[config.mk]
export PLATFORM = sky130hd
export DESIGN_NAME = module_spi_master_ctrl_flat
export DESIGN_NICKNAME = d
export VERILOG_FILES = /design/src/rtl/module_spi_master_ctrl_pkg.sv /design/src/rtl/module_spi_master_ctrl_if.sv /design/src/rtl/module_spi_master_ctrl_clk_div.sv /design/src/rtl/module_spi_master_ctrl.sv /design/src/flat_wrapper.sv
export SDC_FILE = /design/constraint.sdc
export NUM_CORES = 1
export LEC_CHECK = 0
export CAP_MARGIN = 20
export CELL_PAD_IN_SITES_DETAIL_PLACEMENT = 1
export CELL_PAD_IN_SITES_GLOBAL_PLACEMENT = 1
export CORE_MARGIN = 2
export CORE_UTILIZATION = 37
export CTS_BUF_LIST = sky130_fd_sc_hd__clkbuf_16
export DETAILED_ROUTE_END_ITERATION = 6
export HOLD_SLACK_MARGIN = 0.08
export PLACE_DENSITY_LB_ADDON = 0.1
export SETUP_SLACK_MARGIN = 0.05
export SLEW_MARGIN = 20
export SYNTH_ARGS = -nofsm -noshare
export SYNTH_HDL_FRONTEND = slang
export SYNTH_SLANG_ARGS = --single-unit
[constraint.sdc]
create_clock -name clk_i -period 1.9 [get_ports clk_i]
set_clock_uncertainty 0.1 [all_clocks]
set_input_delay 0.19 -clock clk_i [delete_from_list [all_inputs] [get_ports clk_i]]
set_output_delay 0.19 -clock clk_i [all_outputs]
set_load 0.005 [all_outputs]
[src/rtl/module_spi_master_ctrl_pkg.sv]
// ============================================================================
//  Module      : spi_pkg
//  Description : Shared types and constants for the SPI master sequencer.
//  Revision    : 1.0 - initial release
// ============================================================================
`timescale 1ns/1ps
`default_nettype none

package spi_pkg;

    // Sequencer states; each non-IDLE state lasts one SCLK half-period
    typedef enum logic [2:0] {
        IDLE  = 3'd0,
        SETUP = 3'd1,
        HIGH  = 3'd2,
        LOW   = 3'd3,
        TAIL  = 3'd4
    } spi_state_t;

    localparam int SPI_BITS         = 8;
    localparam int SPI_DIV_HALF_DEF = 4;

endpackage

`default_nettype wire

[src/rtl/module_spi_master_ctrl_if.sv]
// ============================================================================
//  Module      : module_spi_master_ctrl_if
//  Description : Bus-side request/status and SPI pin bundle of the sequencer.
//                Optional cs_hold_i exists only when SPI_CS_HOLD_EN is defined.
//  Revision    : 1.0 - initial release
// ============================================================================
`timescale 1ns/1ps
`default_nettype none

interface module_spi_master_ctrl_if;
    import spi_pkg::*;

    logic                start_i;
    logic [SPI_BITS-1:0] data_i;
`ifdef SPI_CS_HOLD_EN
    logic                cs_hold_i;
`endif
    logic                busy_o;
    logic                done_o;
    logic                clk_fn_o;
    logic                sclk_o;
    logic                cs_o;
    logic                mosi_o;

    // Sequencer side: takes requests, drives pins and status
    modport master (
        input  start_i,
        input  data_i,
`ifdef SPI_CS_HOLD_EN
        input  cs_hold_i,
`endif
        output busy_o,
        output done_o,
        output clk_fn_o,
        output sclk_o,
        output cs_o,
        output mosi_o
    );

    // Requester side: issues transfers and observes status/pins
    modport slave (
        output start_i,
        output data_i,
`ifdef SPI_CS_HOLD_EN
        output cs_hold_i,
`endif
        input  busy_o,
        input  done_o,
        input  clk_fn_o,
        input  sclk_o,
        input  cs_o,
        input  mosi_o
    );

endinterface

`default_nettype wire

[src/rtl/module_spi_master_ctrl_clk_div.sv]
// ============================================================================
//  Module      : module_spi_clk_div
//  Description : SCLK half-period counter. Held at zero while i_restart is
//                high; o_tick marks the last cycle of each half-period and
//                the counter wraps to zero on it.
//  Revision    : 1.0 - initial release
// ============================================================================
`timescale 1ns/1ps
`default_nettype none

module module_spi_clk_div
    import spi_pkg::*;
#(
    parameter int DIV_HALF = SPI_DIV_HALF_DEF
) (
    input  wire logic clk_i,
    input  wire logic rst_i,
    input  wire logic i_restart,
    output logic      o_tick
);

    localparam int             c_W    = (DIV_HALF > 1) ? $clog2(DIV_HALF) : 1;
    localparam logic [c_W-1:0] c_TERM = c_W'(DIV_HALF - 1);

    logic [c_W-1:0] r_cnt;

    // Count cycles within the current half-period, wrapping at terminal count
    always_ff @(posedge clk_i or posedge rst_i) begin
        if (rst_i) begin
            r_cnt <= '0;
        end else if (i_restart || (r_cnt == c_TERM)) begin
            r_cnt <= '0;
        end else begin
            r_cnt <= r_cnt + 1'b1;
        end
    end

    assign o_tick = !i_restart && (r_cnt == c_TERM);

endmodule

`default_nettype wire

[src/rtl/module_spi_master_ctrl.sv]
// ============================================================================
//  Module      : module_spi_master_ctrl
//  Description : SPI mode-0 master sequencer, one 8-bit transfer per request.
//                Drives SCLK/CS/MOSI and a one-cycle sample strobe at the
//                start of each SCLK high phase for the MISO shift register.
//                Optional macro SPI_CS_HOLD_EN: keep CS low across transfers.
//  Revision    : 1.0 - initial release
// ============================================================================
`timescale 1ns/1ps
`default_nettype none

module module_spi_master_ctrl
    import spi_pkg::*;
#(
    parameter int DIV_HALF = SPI_DIV_HALF_DEF
) (
    input  wire logic                 clk_i,
    input  wire logic                 rst_i,
    module_spi_master_ctrl_if.master  bus
);

    localparam logic [2:0] c_LAST_BIT = 3'(SPI_BITS - 1);

    spi_state_t r_state;
    logic [6:0] r_shift;     // bits still to be presented on MOSI
    logic [2:0] r_bitcnt;    // index of the bit in the current HIGH phase
    logic       r_hold;
    logic       r_busy;
    logic       r_done;
    logic       r_clk_fn;
    logic       r_sclk;
    logic       r_cs;
    logic       r_mosi;
    logic       w_tick;
    logic       w_restart;
    logic       w_hold_in;

`ifdef SPI_CS_HOLD_EN
    assign w_hold_in = bus.cs_hold_i;
`else
    assign w_hold_in = 1'b0;
`endif

    // Counter stays at zero while idle so SETUP gets a full half-period
    assign w_restart = (r_state == IDLE);

    module_spi_clk_div #(
        .DIV_HALF (DIV_HALF)
    ) u_clk_div (
        .clk_i     (clk_i),
        .rst_i     (rst_i),
        .i_restart (w_restart),
        .o_tick    (w_tick)
    );

    // Sequencer FSM with all pin/status outputs registered
    always_ff @(posedge clk_i or posedge rst_i) begin
        if (rst_i) begin
            r_state  <= IDLE;
            r_shift  <= '0;
            r_bitcnt <= '0;
            r_hold   <= 1'b0;
            r_busy   <= 1'b0;
            r_done   <= 1'b0;
            r_clk_fn <= 1'b0;
            r_sclk   <= 1'b0;
            r_cs     <= 1'b1;
            r_mosi   <= 1'b0;
        end else begin
            r_done   <= 1'b0;
            r_clk_fn <= 1'b0;
            unique case (r_state)
                IDLE: begin
                    if (bus.start_i) begin
                        r_state  <= SETUP;
                        r_mosi   <= bus.data_i[7];
                        r_shift  <= bus.data_i[6:0];
                        r_hold   <= w_hold_in;
                        // first HIGH entry wraps this to bit index 0
                        r_bitcnt <= c_LAST_BIT;
                        r_busy   <= 1'b1;
                        r_cs     <= 1'b0;
                        r_sclk   <= 1'b0;
                    end
                end
                SETUP, LOW: begin
                    if (w_tick) begin
                        r_state  <= HIGH;
                        r_sclk   <= 1'b1;
                        r_clk_fn <= 1'b1;
                        r_bitcnt <= r_bitcnt + 1'b1;
                    end
                end
                HIGH: begin
                    if (w_tick) begin
                        r_sclk <= 1'b0;
                        if (r_bitcnt == c_LAST_BIT) begin
                            r_state <= TAIL;
                        end else begin
                            // MOSI changes only on the falling SCLK edge
                            r_state <= LOW;
                            r_mosi  <= r_shift[6];
                            r_shift <= {r_shift[5:0], 1'b0};
                        end
                    end
                end
                TAIL: begin
                    if (w_tick) begin
                        r_state <= IDLE;
                        r_busy  <= 1'b0;
                        r_done  <= 1'b1;
                        r_mosi  <= 1'b0;
                        r_cs    <= r_hold ? 1'b0 : 1'b1;
                    end
                end
                default: begin
                    r_state <= IDLE;
                end
            endcase
        end
    end

    assign bus.busy_o   = r_busy;
    assign bus.done_o   = r_done;
    assign bus.clk_fn_o = r_clk_fn;
    assign bus.sclk_o   = r_sclk;
    assign bus.cs_o     = r_cs;
    assign bus.mosi_o   = r_mosi;

endmodule

`default_nettype wire

[src/flat_wrapper.sv]
// flat-port wrapper written by rule: the top's interface ports become plain ports
module module_spi_master_ctrl_flat import spi_pkg::*;
#(
    parameter int DIV_HALF = SPI_DIV_HALF_DEF
)
  (clk_i, rst_i, bus_start_i, bus_data_i, bus_busy_o, bus_done_o, bus_clk_fn_o, bus_sclk_o, bus_cs_o, bus_mosi_o);
  module_spi_master_ctrl_if bus_i ();
  input  wire logic clk_i;
  input  wire logic rst_i;
  input wire logic [$bits(bus_i.start_i)-1:0] bus_start_i;
  input wire logic [$bits(bus_i.data_i)-1:0] bus_data_i;
  output wire logic [$bits(bus_i.busy_o)-1:0] bus_busy_o;
  output wire logic [$bits(bus_i.done_o)-1:0] bus_done_o;
  output wire logic [$bits(bus_i.clk_fn_o)-1:0] bus_clk_fn_o;
  output wire logic [$bits(bus_i.sclk_o)-1:0] bus_sclk_o;
  output wire logic [$bits(bus_i.cs_o)-1:0] bus_cs_o;
  output wire logic [$bits(bus_i.mosi_o)-1:0] bus_mosi_o;
  assign bus_i.start_i = bus_start_i;
  assign bus_i.data_i = bus_data_i;
  assign bus_busy_o = bus_i.busy_o;
  assign bus_done_o = bus_i.done_o;
  assign bus_clk_fn_o = bus_i.clk_fn_o;
  assign bus_sclk_o = bus_i.sclk_o;
  assign bus_cs_o = bus_i.cs_o;
  assign bus_mosi_o = bus_i.mosi_o;
  module_spi_master_ctrl #(.DIV_HALF(DIV_HALF)) u_core (.clk_i(clk_i), .rst_i(rst_i), .bus(bus_i));
endmodule
# Word level (Yosys, flattened, before mapping)
# Index checks and enable logic that the tools add are counted.
# Widths: inputs -> output; s select.
[classes] eq_ne=11 add_sub_neg=2 muxes=28 n_reduce_logical=16
[ops] cell="$mux 3" n=7
[ops] cell="$mux 7" n=3
[ops] cell="$pmux 7 s2" n=1
[ops] cell="$pmux 3 s4" n=1
[ops] cell="$reduce_and 4->1" n=3
[ops] cell="$mux 1" n=10
[ops] cell="$ne 2x2->1 const B" n=5
[ops] cell="$eq 3x2->1 const B" n=2
[ops] cell="$eq 3x3->1 const B" n=2
[ops] cell="$pmux 1 s3" n=2
[ops] cell="$pmux 3 s2" n=1
[ops] cell="$reduce_and 3->1" n=2
[ops] cell="$reduce_bool 2->1" n=3
[ops] cell="$reduce_bool 3->1" n=2
[ops] cell="$reduce_and 5->1" n=1
[ops] cell="$pmux 1 s2" n=2
[ops] cell="$add 3x1->3 const B" n=1
[ops] cell="$eq 3x1->1 const B" n=1
[ops] cell="$logic_not 3->1" n=1
[ops] cell="$add 2x1->2 const B" n=1
[ops] cell="$eq 2x2->1 const B" n=1
[ops] cell="$mux 2" n=1
[ops] cell="$reduce_or 2->1" n=1
[ops] cell="$logic_and 1x1->1" n=1
[ops] cell="other kinds (2)" n=2
[word_totals] inputBits=11 register_bits=21

# Logic depth before layout (Yosys ltp)
# Gate-level depths: netlist (run 1).
[depth] word_depth=5 depth_mapped=5

# By module
# A second synthesis (run 1) with hierarchy kept.
[unflattened] cells_unflattened=96 hier_area_um2=1122.3
[by_module_without_submodules] mod="module_spi_master_ctrl" n_inst=1 area_per_inst_um2=1024.7 seq_area_each_um2=476.7 cells_each=89
[by_module_without_submodules] mod="module_spi_clk_div" n_inst=1 area_per_inst_um2=97.6 seq_area_each_um2=50.0 cells_each=7

# Worst setup path before layout (run 1)
# OpenSTA, ideal clock, no wires.
[synth_path] kind="flip-flop to flip-flop" startpoint="register u_core.r_bitcnt[0]" endpoint="register u_core.r_shift[0]" arrival_time_ns=1.714 period_less_slack_ns=1.939 setup_slack_ns=-0.039 path_stages_with_launch=6 setup_time_ns=0.125 path_cell_list="dfrtp_1 ha_1 ha_1 nand3b_2 a211oi_4 mux2_2"
[synth_between] elab_chain_len=3
[synth_rtl] element="start: declaration" line_no="module_spi_master_ctrl.sv:26" text="logic [2:0] r_bitcnt;"
[synth_rtl] element="start signal: assignment" line_no="module_spi_master_ctrl.sv:80" text="r_bitcnt <= c_LAST_BIT;"
[synth_rtl] element="start signal: assignment" line_no="module_spi_master_ctrl.sv:91" text="r_bitcnt <= r_bitcnt + 1'b1;"
[synth_rtl] element="$eq 3x3->1" line_no="module_spi_master_ctrl.sv:97" text="if (r_bitcnt == c_LAST_BIT) begin"
[synth_rtl] element="$ne 2x2->1 (no source line)"
[synth_rtl] element="$reduce_and 4->1 (no source line)"
[synth_rtl] element="end signal: assignment" line_no="module_spi_master_ctrl.sv:77" text="r_shift <= bus.data_i[6:0];"
[synth_rtl] element="end signal: assignment" line_no="module_spi_master_ctrl.sv:103" text="r_shift <= {r_shift[5:0], 1'b0};"
[synth_rtl] element="end: declaration" line_no="module_spi_master_ctrl.sv:25" text="logic [6:0] r_shift;"
# No other way between the ends.
# A chain may end at the register's enable or synchronous reset.

# Worst setup path after layout (run 1)
[layout_path] startpoint="register u_core.r_bitcnt[0]" endpoint="register u_core.r_shift[4]"
# Same word-level chain as after synthesis.

==> results.cfg, run 1 <==
[worst_setup_path]
crit_slowest_cell = dfrtp_1
cp_max_fo = 8
crit_family = flip-flops
cp_slowest_stage_delay_ns = 0.39
regToRegSetupSlack_ns = 0.05
endpoint_kind = flop
crit_end = u_core.r_shift[4]$_DFFE_PP0P_
critical_path_buf_inv_count = 1
crit_chain = ha_2, ha_4, nand3b_4, a211oi_4, buf_12, mux2_4
criticalPathCategory = flop to flop
reg2reg_from = u_core.r_bitcnt[0]$_DFFE_PP0P_
reg2reg_to = u_core.r_shift[4]$_DFFE_PP0P_
crit_cells = 6
crit_required_ns = 1.94
r2r.worst_path.cells = 6
crit_path_start_kind = flop
cp-startpoint = u_core.r_bitcnt[0]$_DFFE_PP0P_
arrival_ns = 1.89

[timing]
fin_crit_sh = 0.973
period_minus_slack_ns = 1.85
relSlewSlack = 0.683
setup_viol = 0
fmax_mhz = 541
worstMarginPinSlew_ns = 0.474
hold_viol = 0
grt_setup_unrepaired = true
setup_tns_ns = 0
slew_viol_final = 0

[logic_synthesis]
synthTopCellsByCount = 20 x dfrtp_1, 14 x mux2_2, 6 x nor2_1
yosysMostFrequentCell = dfrtp_1
synth_cell_types = 32
yosys.area.top_type = dfrtp_1
netlist_area_mm2 = 0.00108
syn-num-nets = 107
synth.area.top_cells = dfrtp_1 46%, mux2_2 15%, ha_1 3.5%
syn_inst = 93
async_flop_share = 1.00
synth_top_cell_area_share = 0.462
yosysWarnings = 0
synth_edf_count = 0
yosysSeqAreaShare = 0.486
ys_seq_elements = 21
syn_area_per_cell_um2 = 11.7
synthFlopType = dfrtp_1

[cells_and_area]
drive_above_1_share = 0.331
multi_input_area_um2 = 566
utilization = 0.542
areaGrowthSynthToFinish_pct = 38.0
seq_area_um2 = 527
antenna_cells = 0
nets = 136
fill_cells = 302
fin_area_mm2 = 0.00150

[global_route]
grt_pass1_vias = 851
antenna_found_initial = 0
grt_use_total = 0.163
gr-total-overflow = 0
grt_max_degree = 13
grt_pass1_wl_mm = 4.16

[routing]
wl_mm = 2.38
drtIter0Drc = 15
top_layer_used = met4
met2_length_mm = 1.13
vias_per_cell = 5.21
vias = 792
drc = 0
wl_per_cell_um = 15.7
antenna_left = 0
met1_length_mm = 1.16
first_pass_iters = 2
dr_wl_met3_um = 73

[clocking]
numCtsBuffers = 3
cts_tree = done
cts_max_level = 1
cts_resized = 0
path_clk_slew_ns = 0.06
cts_root_buffer = clkbuf_16
clock_latency_ns = 0.25
clock_path_buffers = 2
clock-sinks = 21
hold_buffers = 0

[power_and_ir_drop]
power.leakage_nw = 0.653
internal-power_mw = 1.55
switchingPower_uw = 721
p_clk_frac = 0.194
peakVddDrop_v = 0.000780
pwr-share-seq = 0.336
combPwrFrac = 0.470
switching_share = 0.317
power_density_mw_per_mm2 = 1520

[floorplanning]
io_pins = 17
start_util = 0.393
rows = 19
fp.dieW_um = 58.1
dieHeight_um = 58.1
core-area_mm2 = 0.00276
die_area_mm2 = 0.00338

[placed_design]
io_buffers = 16
routabilityCongestion = 0.744
hpwl_mm = 1.68
dpl_cell_area_mm2 = 0.00139

[outcome]
status = finished clean

[hold_path]
min_path_type = input port to asynchronous set/reset pin

[job]
maxCapViolations = 0
## layout make-up
class / count / area share
multi-input cells: 63 / 0.378
flip-flops and latches: 21 / 0.352
repair buffers: 29 / 0.181
clock buffers: 3 / 0.0502
well taps: 31 / 0.0259
inverters: 4 / 0.0100
clock inverters: 1 / 0.00251
## power groups by stage
stage	logic [mW]	registers (mW)	clock network, mW
2_1_floorplan	0.764	0.714	0
3_3_place_gp	1.00	0.766	0
3_5_place_dp	1.03	0.772	0
4_1_cts	1.07	0.765	0.454
5_1_grt	1.19	0.792	0.482
6_report	1.07	0.763	0.441
## logic make-up (layout without fill, tap and decap cells)
logic type | Yosys count | in the layout | share of synthesized area
AO/OA/AOI/OAI | 15 | 15 | 0.105
adder cells (fa/ha/maj) | 3 | 3 | 0.0346
buffers and inverters | 9 | 37 | 0.0381
flip-flops | 21 | 21 | 0.486
multiplexers | 18 | 18 | 0.184
AND/OR/NAND/NOR | 27 | 27 | 0.152
## what timing repair did
action                                  4_1_cts  5_1_grt
setup buffers                                 2        1
pin swaps                                     3        0
endpoints found under the setup margin        7        8
## worst register-to-register path, cell delays in order, from the launching register on
cell	delay, ns
dfrtp_1	0.39
ha_2	0.21
ha_4	0.16
nand3b_4	0.15
a211oi_4	0.26
buf_12	0.17
mux2_4	0.30
## state kept, by name, summed over array words and instances, names as in the netlist
signal / count
u_core.r_shift: 7
u_core.r_bitcnt: 3
u_core.r_state: 3
u_core.u_clk_div.r_cnt: 2
u_core.bus.busy_o: 1
u_core.bus.clk_fn_o: 1
u_core.bus.cs_o: 1
u_core.bus.done_o: 1
u_core.bus.mosi_o: 1
u_core.bus.sclk_o: 1
## routing by layer
metal / vias to the layer above / GRT usage
li1: 385 / -
met2: 11 / 0.245
met1: 394 / 0.239
met4: 0 / 0.0399
met3: 2 / 0.0335
met5: - / 0
## layout by cell type (no fill, tap or decap), types with 2 or more instances in the layout
| cell type | n |
|---|---|
| mux2_2 | 8 |
| mux2_4 | 7 |
| inv_1 | 5 |
| nor2_1 | 6 |
| a21oi_1 | 4 |
| nor3_1 | 2 |
| buf_4 | 12 |
| dfrtp_1 | 20 |
| clkdlybuf4s50_1 | 16 |
| nand2b_1 | 2 |
| nand2_1 | 5 |
| nor3b_1 | 2 |
| nor2b_1 | 3 |
| or3b_2 | 2 |
| clkbuf_16 | 3 |
| mux2i_1 | 3 |
| o2bb2ai_1 | 2 |
| o21ai_0 | 2 |
## worst min-delay path by stage
stage / start / endpoint / slack, ns / cells after the start
floorplan: rst_i / u_core.bus.busy_o$_DFFE_PP0P_ / 0.07 / 1
global placement: u_core.u_clk_div.r_cnt[0]$_DFF_PP0_ / u_core.u_clk_div.r_cnt[0]$_DFF_PP0_ / 0.33 / 1
detailed placement: u_core.u_clk_div.r_cnt[0]$_DFF_PP0_ / u_core.u_clk_div.r_cnt[0]$_DFF_PP0_ / 0.34 / 1
CTS: rst_i / u_core.u_clk_div.r_cnt[0]$_DFF_PP0_ / 0.17 / 2
global route: rst_i / u_core.u_clk_div.r_cnt[1]$_DFF_PP0_ / 0.21 / 2
finish: rst_i / u_core.bus.clk_fn_o$_DFF_PP0_ / 0.15 / 2
## stage by stage
stage / hold WS, ns / instances / total power [mW] / setup WS, ns
detailed placement: 0.337 / 145 / 1.80 / 0.00648
CTS: 0.165 / 151 / 2.29 / 0.0484
floorplan: 0.0658 / 93 / 1.48 / -0.00123
finish: 0.149 / 152 / 2.27 / 0.0518
global route: 0.209 / 152 / 2.47 / 0.00573
global placement: 0.326 / 145 / 1.77 / 0.0567
No activity file was read; power rests on OpenSTA's default activity.
==> run 2: changes to the inputs <==
--- a/config.mk
+++ b/config.mk
@@ -12,7 +12,6 @@
 export CORE_UTILIZATION = 37
 export CTS_BUF_LIST = sky130_fd_sc_hd__clkbuf_16
 export DETAILED_ROUTE_END_ITERATION = 6
-export HOLD_SLACK_MARGIN = 0.08
 export PLACE_DENSITY_LB_ADDON = 0.1
 export SETUP_SLACK_MARGIN = 0.05
 export SLEW_MARGIN = 20
==> results of run 2 <==
Final layout, timing and power as in run 1 (identical DEF).
